`src/rtl/bridge_pwm_pkg.sv`:
```
// Shared types and constants for the bridge PWM gate generator.
// Imported by the top and the per-leg dead-time block.
package bridge_pwm_pkg;

   typedef enum logic [1:0] {
      IDLE,
      RUN,
      STOPPING,
      FAULT
   } state_e;

   localparam int MIN_PERIOD  = 4;
   localparam int SYNC_STAGES = 2;

endpackage

```
`src/rtl/bridge_leg_deadtime.sv`:
```
// One half-bridge leg: phase-shifted polarity, dead-time insertion
// and the registered complementary gate pair.
module bridge_leg_deadtime
   import bridge_pwm_pkg::*;
#(
   parameter int CNT_W  = 16,
   parameter int DEAD_W = 8
) (
   input  logic              clk_160MHz,
   input  logic              rst_n,
   input  logic              run,
   input  logic [CNT_W-1:0]  cnt,
   input  logic [CNT_W-1:0]  period_q,
   input  logic [CNT_W-1:0]  phase_q,
   input  logic [DEAD_W-1:0] dead_q,
   output logic              gate_hi,
   output logic              gate_lo
);

   logic [CNT_W:0]  sum;
   logic [CNT_W:0]  pos;
   logic            pol;
   logic            pol_q;
   logic            run_q;
   logic [DEAD_W-1:0] dc_q;
   logic [DEAD_W-1:0] dc_d;
   logic            dc_zero;

   always_comb begin
      sum = {1'b0, cnt} + {1'b0, phase_q};
      pos = sum;
      if (sum >= {1'b0, period_q}) begin
         pos = sum - {1'b0, period_q};
      end
      pol = (pos < {2'b00, period_q[CNT_W-1:1]});
   end

   // Reload on any edge of pol, and on the first running cycle so the
   // very first conduction is also preceded by the dead time.
   always_comb begin
      dc_d = dc_q;
      if (!run_q || (pol != pol_q)) begin
         dc_d = dead_q;
      end else if (dc_q != '0) begin
         dc_d = dc_q - DEAD_W'(1);
      end
      dc_zero = (dc_d == '0);
   end

   always_ff @(posedge clk_160MHz or negedge rst_n) begin
      if (!rst_n) begin
         run_q   <= 1'b0;
         pol_q   <= 1'b0;
         dc_q    <= '0;
         gate_hi <= 1'b0;
         gate_lo <= 1'b0;
      end else begin
         run_q   <= run;
         pol_q   <= pol;
         dc_q    <= dc_d;
         gate_hi <= run & pol & dc_zero;
         gate_lo <= run & ~pol & dc_zero;
      end
   end

endmodule

```
`src/rtl/bridge_pwm_gen.sv`:
```
// Multi-leg bridge gate generator: fault synchronizer, run/stop FSM,
// period counter and period-boundary shadow registers.
module bridge_pwm_gen
   import bridge_pwm_pkg::*;
#(
   parameter int CNT_W  = 16,
   parameter int DEAD_W = 8,
   parameter int N_LEGS = 2
) (
   input  logic                    clk_i,
   input  logic                    reset_ni,
   input  logic                    enable_i,
   input  logic [CNT_W-1:0]        period_i,
   input  logic [N_LEGS*CNT_W-1:0] phase_i,
   input  logic [DEAD_W-1:0]       dead_i,
   input  logic                    fault_i,
   input  logic                    fault_clr_i,
   output logic [N_LEGS-1:0]       gate_hi_o,
   output logic [N_LEGS-1:0]       gate_lo_o,
   output logic                    running_o,
   output logic                    fault_o,
   output logic                    wrap_o
);

   logic [SYNC_STAGES-1:0] fault_sync;
   logic                   fault_s;

   state_e state_q;
   state_e state_d;

   logic [CNT_W-1:0]  cnt_q;
   logic [CNT_W-1:0]  cnt_d;
   logic [CNT_W-1:0]  period_q;
   logic [CNT_W-1:0]  phase_q [N_LEGS];
   logic [DEAD_W-1:0] dead_q;

   logic [CNT_W-1:0]  period_ld;
   logic [CNT_W-1:0]  phase_ld [N_LEGS];

   logic running;
   logic wrap_hit;
   logic run_leg;
   logic load;

   always_ff @(posedge clk_i or negedge reset_ni) begin
      if (!reset_ni) begin
         fault_sync <= '0;
      end else begin
         fault_sync <= {fault_sync[SYNC_STAGES-2:0], fault_i};
      end
   end

   assign fault_s = fault_sync[SYNC_STAGES-1];

   assign running  = (state_q == RUN) || (state_q == STOPPING);
   assign wrap_hit = running && (cnt_q == period_q - CNT_W'(1));
   // Gates drop in the same update that enters FAULT.
   assign run_leg  = running && !fault_s;

   always_comb begin
      state_d = state_q;
      unique case (state_q)
         IDLE: begin
            if (fault_s) begin
               state_d = FAULT;
            end else if (enable_i) begin
               state_d = RUN;
            end
         end
         RUN: begin
            if (fault_s) begin
               state_d = FAULT;
            end else if (!enable_i) begin
               state_d = STOPPING;
            end
         end
         STOPPING: begin
            if (fault_s) begin
               state_d = FAULT;
            end else if (enable_i) begin
               state_d = RUN;
            end else if (wrap_hit) begin
               state_d = IDLE;
            end
         end
         FAULT: begin
            if (fault_clr_i && !fault_s && !enable_i) begin
               state_d = IDLE;
            end
         end
      endcase
   end

   always_comb begin
      cnt_d = '0;
      if (running && (state_d == RUN || state_d == STOPPING)) begin
         cnt_d = wrap_hit ? '0 : cnt_q + CNT_W'(1);
      end
   end

   assign load = (state_q == IDLE && state_d == RUN)
               || (wrap_hit && !fault_s);

   assign period_ld = (period_i < CNT_W'(MIN_PERIOD))
                    ? CNT_W'(MIN_PERIOD) : period_i;

   always_ff @(posedge clk_i or negedge reset_ni) begin
      if (!reset_ni) begin
         state_q  <= IDLE;
         cnt_q    <= '0;
         wrap_o   <= 1'b0;
         period_q <= '0;
         dead_q   <= '0;
         for (int k = 0; k < N_LEGS; k++) begin
            phase_q[k] <= '0;
         end
      end else begin
         state_q <= state_d;
         cnt_q   <= cnt_d;
         wrap_o  <= wrap_hit && !fault_s;
         if (load) begin
            period_q <= period_ld;
            dead_q   <= dead_i;
            for (int k = 0; k < N_LEGS; k++) begin
               phase_q[k] <= phase_ld[k];
            end
         end
      end
   end

   assign running_o = running;
   assign fault_o   = (state_q == FAULT);

   for (genvar k = 0; k < N_LEGS; k++) begin : g_leg
      logic [CNT_W-1:0] slice;

      assign slice       = phase_i[k*CNT_W +: CNT_W];
      assign phase_ld[k] = (slice >= period_ld) ? '0 : slice;

      bridge_leg_deadtime #(
         .CNT_W  (CNT_W),
         .DEAD_W (DEAD_W)
      ) u_leg (
         .clk_160MHz (clk_i),
         .rst_n      (reset_ni),
         .run        (run_leg),
         .cnt        (cnt_q),
         .period_q   (period_q),
         .phase_q    (phase_q[k]),
         .dead_q     (dead_q),
         .gate_hi    (gate_hi_o[k]),
         .gate_lo    (gate_lo_o[k])
      );
   end

endmodule

```
`config.mk`:
```
export PLATFORM = sky130hd
export DESIGN_NAME = bridge_pwm_gen
export DESIGN_NICKNAME = d
export VERILOG_FILES = /design/src/rtl/bridge_pwm_pkg.sv /design/src/rtl/bridge_leg_deadtime.sv /design/src/rtl/bridge_pwm_gen.sv
export SDC_FILE = /design/constraint.sdc
export NUM_CORES = 1
export LEC_CHECK = 0
export BUFFER_PORTS_ARGS = -buffer_cell sky130_fd_sc_hd__buf_2
export CAP_MARGIN = 25
export CORE_ASPECT_RATIO = 0.7
export CORE_UTILIZATION = 50
export DETAILED_ROUTE_END_ITERATION = 8
export GPL_ROUTABILITY_DRIVEN = 0
export GPL_TIMING_DRIVEN = 0
export PLACE_DENSITY = 0.8
export RECOVER_POWER = 100
export SLEW_MARGIN = 20
export SYNTH_ARGS = -nofsm -noshare
export SYNTH_HDL_FRONTEND = slang
export SYNTH_SLANG_ARGS = --single-unit
```
`constraint.sdc`:
```
create_clock -name clk_i -period 7.3 [get_ports clk_i]
set_input_delay 1.095 -clock clk_i [delete_from_list [all_inputs] [get_ports clk_i]]
set_output_delay 1.095 -clock clk_i [all_outputs]
set_load 0.02 [all_outputs]
```
**Word-level counts from Yosys, hierarchy flattened**

Cells that the tools add are included.

- Memory bits (writable): 0
- Bits in latches: 0
- ROM bits: 0
- Word-level logic and storage cells: 90
- Register bits after elaboration: 100
- Memories kept: 0
- Output and inout port bits: 7

- Reduce and logical (&&, ||, !) cells: 20
- $lt $le $gt $ge: 7
- Multiplexer cells: 20
- Divide/modulo/power cells: 0
- $mul: 0
- Bitwise operators: 10
- Shift operators: 0
- $add $sub $neg: 8
- Equality and inequality tests: 8

Operator list:

| kind | number |
|---|---|
| 16-bit two-way mux | 5 |
| 16-bit by 16-bit adder with 17-bit output | 2 |
| 17-bit by 16-bit >= comparator with 1-bit output | 2 |
| 17-bit by 15-bit < comparator with 1-bit output | 2 |
| 17-bit two-way mux | 2 |
| 17-bit by 16-bit subtractor with 17-bit output | 2 |
| 16-bit >= comparator | 2 |
| 8-bit two-way mux | 4 |
| 16-bit by 1-bit adder with 16-bit output, second input constant | 1 |
| 16-bit == test | 1 |
| 8-bit zero test | 2 |
| 16-bit by 3-bit < comparator with 1-bit output, second input constant | 1 |
| 2-bit two-way mux | 8 |
| 8-bit nonzero test | 2 |
| 16-bit by 1-bit subtractor with 16-bit output, second input constant | 1 |
| 8-bit by 1-bit subtractor with 8-bit output, second input constant | 2 |
| 1-bit bitwise AND | 8 |
| 2-bit case mux with 4 select lines | 1 |
| 1-bit logical AND | 7 |
| 2-bit == test, second input constant | 3 |
| 1-bit logical OR | 5 |
| 2-bit by 1-bit == test with 1-bit output, second input constant | 2 |
| 1-bit zero test | 3 |
| 2-bit zero test | 1 |
| 2 further kinds | 4 |

**Depth between registers and ports, before layout**

Gate-level depths: netlist of the first run.

- Word-level depth: 11
- Depth in mapped cells: 34

**Hierarchy**

Synthesis of the first run repeated with hierarchy kept, for this count alone.

- Cell total of the unflattened synthesis: 1,205
- Area, all modules: 10,294.9 sq um

Modules (own cells, without submodules):

| module | area each (sq um) | cells each | instances | seq. area each (sq um) |
|---|---|---|---|---|
| bridge_pwm_gen | 4,690.7 | 472 | 1 | 1,926.8 |
| bridge_leg_deadtime at g_leg[1].u_leg | 2,842.7 | 371 | 1 | 300.3 |
| bridge_leg_deadtime at g_leg[0].u_leg | 2,761.4 | 362 | 1 | 300.3 |

**Worst setup path before layout of the first run**

No wires, ideal clock.

- Kind: reg-to-reg
- From: reg cnt_q[0]
- To: reg g_leg[1].u_leg.dc_q[0]
- Period minus slack after synthesis: 6,297 ps
- Path slack: 1,003 ps
- Cell stages (with the launch flop): 34
- Arrival time: 6,172 ps
- Setup time: 125 ps
- Path through: dfrtp_1 -> ha_1 -> inv_1 -> fa_1 -> nand2b_1 -> a21oi_1 -> o2111a_1 -> o21a_1 -> o21a_1 -> o21ai_0 -> nand2b_1 -> a31oi_1 -> xnor2_1 -> ha_1 -> and3_1 -> nand2_1 -> o41ai_1 -> a21oi_1 -> and3_1 -> buf_4 -> clkbuf_1 -> nand2_1 -> o21ai_0 -> ha_1 -> a21o_1 -> a21o_1 -> a21o_1 -> a21o_1 -> a21oi_1 -> o211ai_1 -> a211oi_2 -> xnor2_1 -> nand2_2 -> mux2_2

- Word-level cells in the longest chain between the ends: 7

Ends and longest elaborated chain:

| item | line | source |
|---|---|---|
| from (decl) | bridge_pwm_gen.sv:31 | `logic [CNT_W-1:0] cnt_q;` |
| from (signal assigned) | bridge_pwm_gen.sv:119 | `cnt_q <= cnt_d;` |
| 16-bit by 16-bit adder with 17-bit output (*) | bridge_leg_deadtime.sv:30 | `sum = {1'b0, cnt} + {1'b0, phase_q};` |
| 17-bit by 16-bit subtractor with 17-bit output or 17-bit by 16-bit >= comparator with 1-bit output (tied branches) | bridge_leg_deadtime.sv:33, bridge_leg_deadtime.sv:32 |  |
| 17-bit two-way mux (*) | bridge_leg_deadtime.sv:32 | `if (sum >= {1'b0, period_q}) begin` |
| 17-bit by 15-bit < comparator with 1-bit output (*) | bridge_leg_deadtime.sv:35 | `pol = (pos < {2'b00, period_q[CNT_W-1:1]});` |
| via g_leg[1].u_leg.pol | bridge_leg_deadtime.sv:22 | `logic pol;` |
| 1-bit != test (*) | bridge_leg_deadtime.sv:42 | `if (!run_q \|\| (pol != pol_q)) begin` |
| 1-bit logical OR (*) | bridge_leg_deadtime.sv:42 |  |
| 8-bit two-way mux (*) | bridge_leg_deadtime.sv:42 |  |
| via g_leg[1].u_leg.dc_d[0] | bridge_leg_deadtime.sv:26 | `logic [DEAD_W-1:0] dc_d;` |
| to (signal assigned) | bridge_leg_deadtime.sv:54 | `dc_q <= '0;` |
| to (signal assigned) | bridge_leg_deadtime.sv:60 | `dc_q <= dc_d;` |
| to (decl) | bridge_leg_deadtime.sv:25 | `logic [DEAD_W-1:0] dc_q;` |

The timed path passes the listed nets; every way through them passes the cells marked *.
A chain may end at the register's enable or synchronous reset.

**Final worst setup path of the first run**

- From: reg cnt_q[0]
- To: reg g_leg[1].u_leg.dc_q[4]

Same word-level chain as after synthesis.

==> results of run 1 <==
timing repair:
| action | in CTS | in global routing |
|---|---|---|
| resized for setup | 2 | 15 |
| pin swaps | 1 | 3 |
| buffers inserted | 2 | 3 |
| setup endpoints to repair | 7 | 16 |
| hold buffers | 0 | 0 |
layer usage:
layer / GRT usage / vias up / part of all wire
met2: 0.389 / 407 / 0.39
met1: 0.432 / 4384 / 0.50
li1: - / 4455 / -
met5: 0 / - / 0
met4: 0.0592 / 0 / 0.015
met3: 0.0530 / 45 / 0.096
final cells by class:
cell class	count	area, sq um
clock buffer	12	246
clock inverter	4	31.3
fill	1754	8240
inverter	94	353
sequential	100	2500
timing repair buffer	74	372
multi-input combinational	964	6990
tap	264	330
buffer	33	161
state kept, by name, summed over array words and instances (netlist names):
name and cells:
g_leg.u_leg.run_q 1, g_leg.u_leg.pol_q 2, phase_q 32, dead_q 8, state_q 2, g_leg.u_leg.gate_lo 2
fault_sync 2, g_leg.u_leg.dc_q 16, cnt_q 16, period_q 16, wrap_o 1, g_leg.u_leg.gate_hi 2
kinds of logic (layout without fill, tap and decap cells):
logic type                 Yosys count  count (layout)  share of synthesized area
muxes                               40              40                     0.0465
xor gates and xnor gates            98              98                     0.0859
DFF                                100             100                      0.251
AOI/OAI and AO/OA                  315             315                      0.208
and+or+nand+nor                    371             371                      0.179
buffers and inverters              127             217                     0.0510
adders and majority gates          140             140                      0.178
through the flow:
stage               setup slack [ns]  power [mW]
floorplan                       1.00        3.84
global placement             -0.0348        4.62
detailed placement            -0.268        4.74
CTS                            0.106        5.26
global route                 -0.0520        5.81
finish                         0.306        5.36
cell usage in the layout, fill, tap and decap left out, types with 6 or more instances in the layout:
cell       netlist  final
o211ai_1         9      9
a21oi_1         84     82
nor3_1          25     24
o21a_1          14     14
buf_4            5     10
nand2b_1        18     18
nand4_1         20     20
nor4_1          10     11
or3_1            6      6
xor2_1          31     30
o21bai_1         6      6
o31ai_1         38     38
a31oi_1         11     11
mux2i_1         10     10
nand3_1         26     26
xnor2_1         67     66
o21ai_0         58     59
nor2_1         100    100
nor2b_1         18     18
and3_1          13     13
buf_2            5     62
nand2_1        110    110
inv_1           94     94
mux2_2          23     23
clkbuf_16        0      9
ha_1           136    136
dfrtp_1        100     98
mux2_1           0      6
clkbuf_1        20     33
a211oi_1         8      8
a21o_1          44     44
power groups by stage:
stage	registers [mW]	logic, mW	clock network (mW)
after floorplan	0.910	2.93	0
after global placement	1.02	3.59	0
after detailed placement	1.03	3.71	0
after CTS	1.02	3.78	0.455
after global routing	1.06	4.27	0.478
final	1.04	3.86	0.451
worst reg2reg max path: cells and delay by family, from the launching register on:
family | cells | cell delay, ns
xor+xnor | 2 | 0.48
buf+inv | 4 | 0.64
simple gates | 6 | 1.02
compound gates | 16 | 2.77
flops | 1 | 0.44
mux | 1 | 0.33
fa+ha+maj | 4 | 1.22
worst min path at each step:
stage,start,endpoint,slack (ns),cells after the start
2_1_floorplan,fault_sync[0]$_DFF_PN0_,fault_sync[1]$_DFF_PN0_,0.33,0
3_3_place_gp,fault_sync[0]$_DFF_PN0_,fault_sync[1]$_DFF_PN0_,0.34,0
3_5_place_dp,fault_sync[0]$_DFF_PN0_,fault_sync[1]$_DFF_PN0_,0.34,0
4_1_cts,fault_sync[0]$_DFF_PN0_,fault_sync[1]$_DFF_PN0_,0.36,0
5_1_grt,fault_sync[0]$_DFF_PN0_,fault_sync[1]$_DFF_PN0_,0.36,0
6_report,fault_sync[0]$_DFF_PN0_,fault_sync[1]$_DFF_PN0_,0.35,0
==> results.md, run 1 <==
- Status: finished, violations left
- Violated checks: capacitance limit, slew limit
- Vias in the first global route: 8498
- Area Growth Syn to Fin: 10.1%
- DR WL/cell: 17.9 um
- Achievable Freq: 143 MHz
- Hold WC Path Type: reg2reg
- Total track usage: 0.277
- Sequential share of power: 0.195
- Initial Utilization: 0.519
- Logic pwr share: 0.721
- Layout cells sized above 1: 0.109
- Slowest-stage cell, CP: dfrtp_2
- Arr. time, crit path: 7.23 ns
- Most used DFF post-synth: dfrtp_1
- Sum Neg Setup Slack: 0 ns
- Drt pass-1 iters: 6
- Worst Clk Skew: 0.0117 ns
- Initial drt markers: 862
- WP buf/inv: 4
- Post-route ant nets: 0
- CTS max path bufs: 2
- Total of max-cap violations: 2
- Worst-Skew Late Latency: 0.35 ns
- Post-synth top cells: ha_1, nand2_1, dfrtp_1, nor2_1, inv_1
- Actual slew at the worst max-slew pin: 3.89 ns
- Synth Cell Area: 0.00999 sq mm
- Slowest stage delay, CP: 0.44 ns
- Hold WS: 0.352 ns
- Final WL: 27.7 mm
- Die area: 0.0206 sq mm
- Unique masters post-synth: 74
- Clock share of power: 0.084
- Start of the worst register-to-register path: cnt_q[0]$_DFF_PN0_
- R2R cell count: 33
- Syn Nets: 1392
- H-tree depth: 3
- CP Launch Type: flip-flop
- R2r endpoint: g_leg[1].u_leg.dc_q[4]$_DFF_PN0_
- Post-synth EDFFs: 0
- Fin area: 0.0110 sq mm
- Design internal power: 2.64 mW
- Worst setup path class: reg2reg
- Crit-path leading delay family: compound AO/OA/AOI/OAI gates
- Worst setup path end: g_leg[1].u_leg.dc_q[4]$_DFF_PN0_
- Leak: 5.40 nW
- Initial antenna violation count: 0
- PwrDens: 487 mW/mm^2
- Register bit total from synthesis: 100
- Async SR Flop Fraction: 1.00
- DIE HEIGHT: 120 um
- Most frequent cell after synthesis: ha_1
- Net Switching: 2.71 mW
- Die X: 171 um
- Vias: 9291
- Final slew viol count: 75
- Synth area leader: dfrtp_1
- GR Overflow Total: 0
- Pin count of the biggest net entering global routing: 75
- Row cnt: 42
- Ys Warns: 0
- Sequential fraction of the synthesis area: 0.251
- Antenna diodes: 0
- Final worst-path cycle share: 0.958
- Placed Instances: 1523
- Num ports: 68
- Core area: 0.0192 sq mm
- Layout Utilization: 0.572
- CTS clk-pin slew, worst paths: 0.07 ns
- Final HPWL DP: 22.3 mm
- Nets: 1477
- Root Buffer: clkbuf_16
- Fin. Hold Viols: 0
- CP Depth: 33
- Vias per cell: 6.01
- Setup crit end kind: flip-flop
- First-pass GRT wire length: 44.1 mm
- Final setup vio count: 0
- CTS sink cnt: 100
- Yosys top cell area share: 0.251
- Syn Area/Cell: 8.39 sq um
- Worst path required time: 7.53 ns
- Buffers on Ports: 67
- Post-DP Area: 0.0107 sq mm
- R2R Setup Slk: 0.31 ns
- Finished Layout Cells: 1545
- Headroom to the max-slew limit: -1.59
- Peak VDD IR: 0.184 mV
- CTS buffer count: 9
- Syn Inst Count: 1191
- CP max FO: 10
- Post-layout minimum cycle time: 6.99 ns
- Switch share: 0.506
- CTS tree: yes
- Largest cells by area after synthesis: dfrtp_1, ha_1, xnor2_1, a21oi_1, nand2_1
- DRC Markers: 0
- Worst Setup SP: cnt_q[0]$_DFF_PN0_
No activity file was read; power rests on OpenSTA's default activity.
==> inputs of run 2 (changes only) <==
==> constraint.sdc (replaced) <==
create_clock -name clk_i -period 6.9 [get_ports clk_i]
set_input_delay 1.035 -clock clk_i [delete_from_list [all_inputs] [get_ports clk_i]]
set_output_delay 1.035 -clock clk_i [all_outputs]
set_load 0.02 [all_outputs]
==> results.md, run 2 (synthesis results as in run 1) <==
- Violated checks: capacitance limit, slew limit (unchanged)
- Headroom to the max-slew limit: -1.57 (was -1.59)
- Worst-Skew Late Latency: 0.35 ns (about the same)
- Setup crit end kind: flip-flop (unchanged)
- Worst setup path end: g_leg[0].u_leg.dc_q[1]$_DFF_PN0_ (was g_leg[1].u_leg.dc_q[4]$_DFF_PN0_)
- Achievable Freq: 150 MHz (was 143 MHz)
- Hold WS: 0.352 ns (about the same)
- Core area: 0.0192 sq mm (unchanged)
- R2R cell count: 31 (was 33)
- DR WL/cell: 18.0 um (was 17.9 um)
- Total track usage: 0.277 (about the same)
- Commonest non-fill, non-tap cells in the layout: ha_1, nand2_1, nor2_1 (unchanged)
- Initial drt markers: 943 (was 862)
- CP Launch Type: flip-flop (unchanged)
- Slowest stage delay, CP: 0.43 ns (was 0.44 ns)
- Total of max-cap violations: 1 (was 2)
- Status: finished, violations left (unchanged)
- Antenna diodes: 0 (unchanged)
- CTS max path bufs: 2 (unchanged)
- Drt pass-1 iters: 6 (unchanged)
- Leak: 5.49 nW (was 5.40 nW)
- Power Total: 5.82 mW (was 5.36 mW)
- R2r endpoint: g_leg[0].u_leg.dc_q[1]$_DFF_PN0_ (was g_leg[1].u_leg.dc_q[4]$_DFF_PN0_)
- CP Depth: 31 (was 33)
- Crit-path leading delay family: compound AO/OA/AOI/OAI gates (unchanged)
- Num ports: 68 (unchanged)
- Sum Neg Setup Slack: 0 ns (unchanged)
- Slowest-stage cell, CP: dfrtp_1 (was dfrtp_2)
- # hold bufs at CTS: 0 (unchanged)
- Die area: 0.0206 sq mm (unchanged)
- DRC Markers: 0 (unchanged)
- Final slew viol count: 75 (unchanged)
- Die X: 171 um (unchanged)
- CTS sink cnt: 100 (unchanged)
- Final worst-path cycle share: 0.965 (was 0.958)
- Worst Clk Skew: 0.00909 ns (was 0.0117 ns)
- Post-layout minimum cycle time: 6.66 ns (was 6.99 ns)
- Worst Setup SP: phase_q[16]$_DFFE_PN0P_ (was cnt_q[0]$_DFF_PN0_)
- Largest Register: phase_q (unchanged)
- Start of the worst register-to-register path: phase_q[16]$_DFFE_PN0P_ (was cnt_q[0]$_DFF_PN0_)
- Post-DP Area: 0.0107 sq mm (unchanged)
- CP max FO: 10 (unchanged)
- Worst setup path class: reg2reg (unchanged)
- Vias: 9327 (was 9291)
- Initial antenna violation count: 0 (unchanged)
- CTS tree: yes (unchanged)
- Layout cells sized above 1: 0.126 (was 0.109)
- Post-route ant nets: 0 (unchanged)
- PwrDens: 523 mW/mm^2 (was 487 mW/mm^2)
- H-tree depth: 3 (unchanged)
- Fin area: 0.0111 sq mm (was 0.0110 sq mm)
- Worst path required time: 7.13 ns (was 7.53 ns)
- Vias in the first global route: 8507 (was 8498)
- Max reg flops: 32 (unchanged)
- DIE HEIGHT: 120 um (unchanged)
- Final setup vio count: 0 (unchanged)
- Arr. time, crit path: 6.89 ns (was 7.23 ns)
- Placed Instances: 1523 (unchanged)
- Nets: 1486 (was 1477)
- R2R Setup Slk: 0.24 ns (was 0.31 ns)
- GR Overflow Total: 0 (unchanged)
- WP buf/inv: 3 (was 4)
- Pin count of the biggest net entering global routing: 75 (unchanged)
- CTS clk-pin slew, worst paths: 0.07 ns (about the same)
- Hold WC Path Type: reg2reg (unchanged)
- Fin. Hold Viols: 0 (unchanged)
- Actual slew at the worst max-slew pin: 3.86 ns (was 3.89 ns)
- CTS buffer count: 9 (unchanged)
- Finished Layout Cells: 1554 (was 1545)
- Peak VDD IR: 0.195 mV (was 0.184 mV)
- Initial Utilization: 0.519 (unchanged)
- Final HPWL DP: 22.3 mm (unchanged)
- Area Growth Syn to Fin: 11.4% (was 10.1%)
- Commonest non-fill, non-tap cell in the layout: ha_1 (unchanged)
- Vias per cell: 6.00 (was 6.01)
- Buffers on Ports: 67 (unchanged)
- Row cnt: 42 (unchanged)
- Root Buffer: clkbuf_16 (unchanged)
- Final WL: 28.0 mm (was 27.7 mm)
- First-pass GRT wire length: 44.2 mm (was 44.1 mm)
-- run 2: cell types whose count changed in the layout (fill, tap and decap cells not counted), sizes merged --
cell,previous run,this run
buf,73,84
clkbuf,46,44
-- run 2: what timing repair did --
action / CTS / global route
gates resized for setup: 11 / 21
setup buffers: 2 / 12
endpoints found under the setup margin: 16 / 17
pin swaps: 1 / 10
-- run 2: per-stage QoR --
stage | worst slack, ns | utilization
after floorplan | 0.603 | -
after global placement | -0.435 | 0.554
after detailed placement | -0.668 | 0.556
after CTS | 0.0144 | 0.573
after global routing | -0.0694 | 0.578
final | 0.241 | 0.578
-- run 2: report_power, final --
| group | total (mW) | internal (mW) | switching, mW |
|---|---|---|---|
| Combinational | 4.24 | 1.84 | 2.40 |
| Sequential | 1.11 | 0.801 | 0.304 |
| Clock | 0.477 | 0.257 | 0.220 |
-- run 2: worst min-delay path by stage --
stage	from	end	depth (start not counted)
3_5_place_dp	fault_sync[0]$_DFF_PN0_	fault_sync[1]$_DFF_PN0_	0
6_report	fault_sync[0]$_DFF_PN0_	fault_sync[1]$_DFF_PN0_	0
5_1_grt	fault_sync[0]$_DFF_PN0_	fault_sync[1]$_DFF_PN0_	0
3_3_place_gp	fault_sync[0]$_DFF_PN0_	fault_sync[1]$_DFF_PN0_	0
2_1_floorplan	fault_sync[0]$_DFF_PN0_	fault_sync[1]$_DFF_PN0_	0
4_1_cts	fault_sync[0]$_DFF_PN0_	fault_sync[1]$_DFF_PN0_	0
-- run 2: cell type report --
type                            count  area [sq um]
Multi-Input combinational cell    964          7040
Sequential cell                   100          2500
Buffer                             33           176
Clock buffer                       12           246
Inverter                           94           353
Timing Repair Buffer               83           439
Fill cell                        1729          8110
Clock inverter                      4          31.3
Tap cell                          264           330
-- run 2: per-layer routing --
metal	vias to the layer above	GRT usage	routed length [um]
li1	4478	-	-
met1	4394	0.432	13900
met2	418	0.391	11200
met3	37	0.0540	2610
met4	0	0.0569	362
met5	-	0	0
-- run 2: worst reg2reg max path: cells and delay by family, from the launching register on --
kind                     cells  cell delay (ns)
AO/OA/AOI/OAI               15             2.66
XOR/XNOR                     1             0.28
adder cells (fa/ha/maj)      4             1.24
buffers and inverters        3             0.42
flip-flops                   1             0.43
multiplexers                 2             0.58
AND/OR/NAND/NOR              6             0.91
